$ cat config.mk
export PLATFORM = sky130hd
export DESIGN_NAME = regfile_wb_arbiter
export DESIGN_NICKNAME = d
export VERILOG_FILES = /design/src/rtl/rf_ctrl_pkg.sv /design/src/rtl/reg_scoreboard.sv /design/src/rtl/regfile_wb_arbiter.sv
export SDC_FILE = /design/constraint.sdc
export NUM_CORES = 1
export LEC_CHECK = 0
export ABC_AREA = 1
export CORE_MARGIN = 1.5
export CORE_UTILIZATION = 48
export CTS_BUF_LIST = sky130_fd_sc_hd__clkbuf_8
export DETAILED_ROUTE_END_ITERATION = 12
export GPL_TIMING_DRIVEN = 0
export PLACE_DENSITY_LB_ADDON = 0.15
export SETUP_SLACK_MARGIN = 0.3
export SLEW_MARGIN = 20
export SYNTH_ARGS = -nofsm -noshare
export SYNTH_HDL_FRONTEND = slang
export SYNTH_SLANG_ARGS = --single-unit
$ cat constraint.sdc
create_clock -name clk -period 9.25 [get_ports clk]
set_input_delay 2.3125 -clock clk [delete_from_list [all_inputs] [get_ports clk]]
set_output_delay 2.3125 -clock clk [all_outputs]
set_load 0.01 [all_outputs]
$ cat src/rtl/rf_ctrl_pkg.sv
// Shared definitions for the register-file write-port control slice.
package rf_ctrl_pkg;

  localparam int REG_ADDR_W = 5;
  localparam logic [REG_ADDR_W-1:0] REG_X0 = 5'd0;

  // Arbitration states: normal priority to WB, or a one-cycle forced B grant.
  typedef enum logic {
    ST_NORMAL  = 1'b0,
    ST_FORCE_B = 1'b1
  } arb_state_e;

  // True when the address names a real (writable) register.
  function automatic logic is_real_reg(input logic [REG_ADDR_W-1:0] addr);
    return addr != REG_X0;
  endfunction

endpackage

$ cat src/rtl/reg_scoreboard.sv
// Busy scoreboard for x1..x31: registers with a long-latency write in flight.
// Lookups see registered state only; a simultaneous set and clear of the same
// register keeps it busy because the set belongs to a newer op.
module reg_scoreboard
  import rf_ctrl_pkg::*;
(
  input  logic                  clk,
  input  logic                  rst,
  input  logic                  set_en,
  input  logic [REG_ADDR_W-1:0] set_addr,
  input  logic                  clr_en,
  input  logic [REG_ADDR_W-1:0] clr_addr,
  input  logic [REG_ADDR_W-1:0] rs1_addr,
  input  logic [REG_ADDR_W-1:0] rs2_addr,
  output logic                  rs1_busy,
  output logic                  rs2_busy,
  output logic                  sb_err
);

  logic [31:1] busy_q;
  logic [31:1] set_mask;
  logic [31:1] clr_mask;
  logic [31:0] busy_vec;
  logic        set_live;
  logic        double_mark;

  // Decode set/clear one-hot masks and detect a mark on an already-busy register.
  always_comb begin
    // NOTE: every combinational output gets a default first so no path leaves it unassigned (no latch).
    set_mask    = '0;
    clr_mask    = '0;
    set_live    = set_en && is_real_reg(set_addr);
    for (int i = 1; i < 32; i++) begin
      set_mask[i] = set_live && (set_addr == REG_ADDR_W'(i));
      clr_mask[i] = clr_en && (clr_addr == REG_ADDR_W'(i));
    end
    // Bit 0 is hardwired idle so x0 lookups always read not-busy.
    busy_vec    = {busy_q, 1'b0};
    double_mark = set_live && busy_vec[set_addr]
                  && !(clr_en && (clr_addr == set_addr));
  end

  assign rs1_busy = busy_vec[rs1_addr];
  assign rs2_busy = busy_vec[rs2_addr];

  // Busy bits: clear then set, so set wins on a same-cycle collision; sb_err is sticky.
  always_ff @(posedge clk or posedge rst) begin
    if (rst) begin
      busy_q <= '0;
      sb_err <= 1'b0;
    end else begin
      // NOTE: sequential state uses non-blocking assignments so every flop samples pre-edge values.
      busy_q <= (busy_q & ~clr_mask) | set_mask;
      if (double_mark) sb_err <= 1'b1;
    end
  end

endmodule

$ cat src/rtl/regfile_wb_arbiter.sv
// Sole owner of the register file write port. WB (port A) has priority and no
// backpressure; the long-latency unit (port B) uses valid/ready. After
// STARVE_LIMIT consecutive blocked B cycles, one cycle is forced to B and WB
// stalls. Grants are combinational so the write lands on the same edge.
module regfile_wb_arbiter
  import rf_ctrl_pkg::*;
#(
  parameter int XLEN         = 32,
  parameter int STARVE_LIMIT = 4
) (
  input  logic                  clk,
  input  logic                  rst,
  input  logic                  a_wr_en,
  input  logic [REG_ADDR_W-1:0] a_wr_addr,
  input  logic [XLEN-1:0]       a_wr_data,
  output logic                  a_stall,
  input  logic                  b_valid,
  input  logic [REG_ADDR_W-1:0] b_addr,
  input  logic [XLEN-1:0]       b_data,
  output logic                  b_ready,
  input  logic                  mark_en,
  input  logic [REG_ADDR_W-1:0] mark_addr,
  input  logic [REG_ADDR_W-1:0] rs1_addr,
  input  logic [REG_ADDR_W-1:0] rs2_addr,
  output logic                  rs1_busy,
  output logic                  rs2_busy,
  output logic                  sb_err,
  output logic                  rf_regwrite,
  output logic [REG_ADDR_W-1:0] rf_writereg_addr,
  output logic [XLEN-1:0]       rf_writedata
);

  localparam logic [3:0] STARVE_LAST = 4'(STARVE_LIMIT - 1);

  arb_state_e state_q;
  logic [3:0] wait_cnt_q;
  logic       a_live;
  logic       blocked;
  logic       b_xfer;

  // A request to x0 is treated as no request so it never takes the write slot.
  assign a_live  = a_wr_en && is_real_reg(a_wr_addr);
  assign blocked = (state_q == ST_NORMAL) && b_valid && a_live;
  assign b_xfer  = b_valid && b_ready;

  // Grant decode and write-port mux; everything is held quiet while rst is high.
  always_comb begin
    a_stall          = 1'b0;
    b_ready          = 1'b0;
    rf_regwrite      = 1'b0;
    rf_writereg_addr = a_wr_addr;
    rf_writedata     = a_wr_data;
    if (!rst) begin
      if (state_q == ST_FORCE_B || !a_live) begin
        // B owns the port: forced grant, or A has nothing real to write.
        a_stall          = (state_q == ST_FORCE_B);
        b_ready          = 1'b1;
        rf_regwrite      = b_valid && is_real_reg(b_addr);
        rf_writereg_addr = b_addr;
        rf_writedata     = b_data;
      end else begin
        rf_regwrite = 1'b1;
      end
    end
  end

  // Arbitration FSM with starvation counter; FORCE_B lasts exactly one cycle.
  always_ff @(posedge clk or posedge rst) begin
    if (rst) begin
      state_q    <= ST_NORMAL;
      wait_cnt_q <= '0;
    end else begin
      case (state_q)
        ST_FORCE_B: begin
          state_q    <= ST_NORMAL;
          wait_cnt_q <= '0;
        end
        default: begin
          if (blocked && wait_cnt_q == STARVE_LAST) begin
            state_q    <= ST_FORCE_B;
            wait_cnt_q <= '0;
          end else if (blocked) begin
            wait_cnt_q <= wait_cnt_q + 4'd1;
          end else begin
            wait_cnt_q <= '0;
          end
        end
      endcase
    end
  end

  // Busy tracking for the hazard unit: mark on issue, clear on B transfer.
  reg_scoreboard u_scoreboard (
    .clk      (clk),
    .rst      (rst),
    .set_en   (mark_en),
    .set_addr (mark_addr),
    .clr_en   (b_xfer),
    .clr_addr (b_addr),
    .rs1_addr (rs1_addr),
    .rs2_addr (rs2_addr),
    .rs1_busy (rs1_busy),
    .rs2_busy (rs2_busy),
    .sb_err   (sb_err)
  );

endmodule

After elaboration in Yosys (flattened, before gate mapping). Index checks and enable logic that the tools add are counted.

Bitwise logic cells: 4. Reduce and logical (&&, ||, !) cells: 78. Add/subtract/negate cells: 1. Magnitude comparators: 3. Muxes and demuxes: 21. Eq/ne operators: 64.

Operator list (number): 5-bit equality test, second input constant (32); 5-bit by 4-bit equality test with 1-bit output, second input constant (16); 1-bit logical AND (72); 32-bit two-way mux (2); 5-bit by 3-bit equality test with 1-bit output, second input constant (8); 31-bit bitwise AND (1); 31-bit NOT (1); 31-bit bitwise OR (1); 5-bit by 2-bit equality test with 1-bit output, second input constant (4); 5-bit by 6-bit < comparator with 1-bit output, second input constant (3); 1-bit binary-select mux with 5-bit select (3); 5-bit nonzero test (3); 4-bit two-way mux (3); 1-bit two-way mux (11); 5-bit by 1-bit equality test with 1-bit output, second input constant (2); 5-bit two-way mux (2); 5-bit equality test (1); 4-bit by 1-bit adder with 4-bit output, second input constant (1); 4-bit by 2-bit equality test with 1-bit output, second input constant (1); 1-bit zero test (2); 1-bit logical OR (1); 1-bit NOT (1).

Word-level logic and storage cells: 175. Flip-flop bits (word level): 37. Output and inout bits: 43.

Logic depth before layout (Yosys ltp).
Word-level depth: 11. Gate-level depth with buffers: 11.

Cells and area by module. From an unflattened synthesis, not the netlist that was laid out.

Cells, all modules: 579. Area total of the unflattened synthesis: 3432.0 sq um.

Modules (own cells, without submodules): reg_scoreboard (times used 1, area an instance 2555.0 sq um, cells each 415); regfile_wb_arbiter (times used 1, area an instance 877.1 sq um, cells each 164).

Worst setup path before layout. No wires, ideal clock.

Path kind: in2out. Start: in rst. End: out rf_writedata[22]. Buffers on the path: 1. Required time: 6.938 ns. Arrival: 3.877 ns. Cell stages on the path: 6. Slack: 3.060 ns. Path through: inv_1 > nand2_2 > inv_2 > buf_2 > nand2_1 > nand2_1.

Word-level cells in the longest chain between the ends: 1.

Ends and longest elaborated chain: start, declared (RTL line regfile_wb_arbiter.sv:12) `input logic rst,`; 32-bit two-way mux (RTL line regfile_wb_arbiter.sv:53) `if (!rst) begin`; end, declared (RTL line regfile_wb_arbiter.sv:30) `output logic [XLEN-1:0] rf_writedata`.

Every way passes these cells.

Worst setup path after layout.
Start: in rst. End: out rf_writedata[28].

The elaborated chain is that of the path after synthesis.

==> flow_metrics.tcl <==
set metrics [dict create \
    clockBufferDepth 2 \
    wl_per_cell_um 16.4 \
    yosys-top-cells-area "dfrtp_1, nand2_1, o21ai_0" \
    synth-seq-cells 37 \
    ys.flop_type "dfrtp_1" \
    outcome "finished clean" \
    critPathKind "primary input to output pin" \
    synth_edf_count 0 \
    diodes 0 \
    cts_buffers 5 \
    max_cap_viol_count 0 \
    ios 137 \
    hold_class "register to register" \
    grtUsageTotal_pct 35.4 \
    drt_first_pass_iters 5 \
    ys_async_sr_fraction_pct 100 \
    antenna_left 0 \
    synth_nets 668 \
    area_growth_pct 46.3 \
    hpwlAfterDp_um 10200 \
    rows 30 \
    crit_fanout 23 \
    worst_pin_slew_ns 0.607 \
    multiInputGateArea_um2 2010 \
    ir_drop_mv 0.0925 \
    setup_viol 0 \
    die_h_um 86 \
    core_um2 6720 \
    fillerInstances 565 \
    clk_pin_slew_ns 0.08 \
    p_per_area_nw_per_um2 119 \
    clk-insertion-delay-late_ns 0.30 \
    avgSynthCellArea_um2 5.77 \
    synth_top_area_share_pct 28.0 \
    overflow 0 \
    dieArea_um2 7400 \
    die_w_um 86 \
    synth_cell_types 27 \
    antenna_found_initial 0 \
    htreeDepth 2 \
    synth_cells 573 \
    crit_arrival_ns 4.60 \
    cp.required_ns 6.94 \
    dp_slack_ns 2.29 \
    crit_path_start_kind "primary input" \
    yosysSeqAreaShare_pct 28.0 \
    fin_setup_tns_ns 0 \
    post_cts_resized 0 \
    cts_hold_repair.buffers 0 \
    grt_pass1_wl_um 20300 \
    fin_crit_ns 6.92 \
    grt_pass1_vias 4201 \
    cp-end-kind "output pin" \
    synth_top_cell_by_area "dfrtp_1" \
    final_hold_viol_count 0 \
    port_buffers 129 \
    synth_area_um2 3310 \
    routed_wl_um 13000 \
    drt_iter0_drc 468 \
    skew_ns 0.0110 \
    grt_setup_unrepaired "no" \
    yosysWarnings 0 \
    holdWs_ns 0.470 \
    max_slew_margin_pct 59.4 \
    leakage_nw 2.37 \
    drc 0 \
    post_cts_buffers 0 \
    gp_congestion 1.01 \
    cts_tree "done" \
    clock-sinks 37 \
    drive_gt1_share_pct 5.49 \
    route.detailed.vias_per_inst 5.68 \
    period_share_pct 74.8 \
    fin_nets 805 \
    max_freq_mhz 145 \
    ff_latch_area_um2 926 \
    slew_viol_final 0 \
    start_util_pct 49.2 \
    finalWorstSetupSlack_ns 2.33 \
    vias 4491 \
    grt_max_degree 24 \
    clockRootBuffer "clkbuf_8" \
]
synthesized netlist by cell type (2+ instances only):
cell / count
nor3_1: 23
nand2_2: 2
nand2_1: 236
o22ai_1: 18
nor2_1: 30
buf_4: 8
dfrtp_1: 37
inv_1: 54
a21oi_1: 26
inv_2: 3
clkbuf_1: 5
clkbuf_2: 4
xor2_1: 4
o21ai_0: 53
nand3_1: 45
o211ai_1: 4
buf_2: 11
stage by stage:
| stage | total power, mW | cells | cell area (um^2) | util [%] |
|---|---|---|---|---|
| 2_1_floorplan | 0.315 | 573 | 3310 | - |
| 3_3_place_gp | 0.424 | 782 | 4700 | 69.9 |
| 3_5_place_dp | 0.428 | 783 | 4730 | 70.3 |
| 4_1_cts | 0.569 | 791 | 4840 | 72.0 |
| 5_1_grt | 0.605 | 791 | 4840 | 72.0 |
| 6_report | 0.577 | 791 | 4840 | 72.0 |
final timing paths:
path	slack, ns	end	start	cells after the start
max	2.33	rf_writedata[28]	rst	9
min	0.47	u_scoreboard.sb_err$_DFFE_PP0P_	u_scoreboard.sb_err$_DFFE_PP0P_	2
max reg2reg	7.85	u_scoreboard.busy_q[8]$_DFF_PP0_	state_q$_DFF_PP0_	6
min reg2reg	0.47	u_scoreboard.sb_err$_DFFE_PP0P_	u_scoreboard.sb_err$_DFFE_PP0P_	2
max in group asynchronous	6.36	u_scoreboard.busy_q[7]$_DFF_PP0_	rst	3
min in group asynchronous	2.42	u_scoreboard.busy_q[14]$_DFF_PP0_	rst	2
cell families (layout without fill, tap and decap cells):
logic type | Yosys count | after routing | synth area share [%]
AO/OA/AOI/OAI | 103 | 103 | 16.6
AND/OR/NAND/NOR | 340 | 340 | 42.3
buffers and inverters | 87 | 225 | 11.4
flip-flops | 37 | 37 | 28.0
XOR/XNOR | 5 | 5 | 1.32
adder cells (fa/ha/maj) | 1 | 1 | 0.378
cells in the final DEF, fill, tap and decap left out, types with 5 or more instances in the layout:
master	instances
a21oi_1	26
buf_4	8
clkdlybuf4s50_1	129
nor3_1	23
inv_1	54
buf_2	11
o21ai_0	53
o22ai_1	18
nand3_1	45
clkbuf_8	5
clkbuf_1	5
nand2_1	236
nor2_1	30
dfrtp_1	37
critical path: stages:
cell and delay, ns:
clkdlybuf4s50_1 0.48, inv_2 0.36, buf_16 0.23, nand2_2 0.12, inv_2 0.14, buf_2 0.23, nand2_1 0.08, nand2_1 0.06
clkdlybuf4s50_1 0.58
final cells by class:
class / instances / area share (%)
Multi-Input combinational cell: 449 / 41.5
Timing Repair Buffer: 130 / 27.3
Sequential cell: 37 / 19.1
Inverter: 58 / 4.50
Buffer: 29 / 3.26
Tap cell: 80 / 2.07
Clock buffer: 5 / 1.42
Clock inverter: 3 / 0.879
flip-flops by register name, summed over array words and instances (netlist names):
signal               flops
state_q                  1
u_scoreboard.busy_q     31
u_scoreboard.sb_err      1
wait_cnt_q               4
metal layers:
| layer | track usage [%] | vias up | part of all wire [%] |
|---|---|---|---|
| met1 | 41.1 | 2020 | 37 |
| met2 | 63.5 | 305 | 50 |
| li1 | - | 2121 | - |
| met3 | 6.64 | 45 | 9.5 |
| met4 | 15.0 | 0 | 3.9 |
| met5 | 0 | - | 0 |
report_power, final:
part / internal [mW] / switching, mW / total (mW) / leakage (nW)
Sequential: 0.185 / 0.0282 / 0.214 / 0.401
Combinational: 0.103 / 0.117 / 0.220 / 1.91
Clock: 0.0799 / 0.0633 / 0.143 / 0.0595
Total: 0.368 / 0.208 / 0.577 / 2.37
Power figures use the tool's default switching activity.
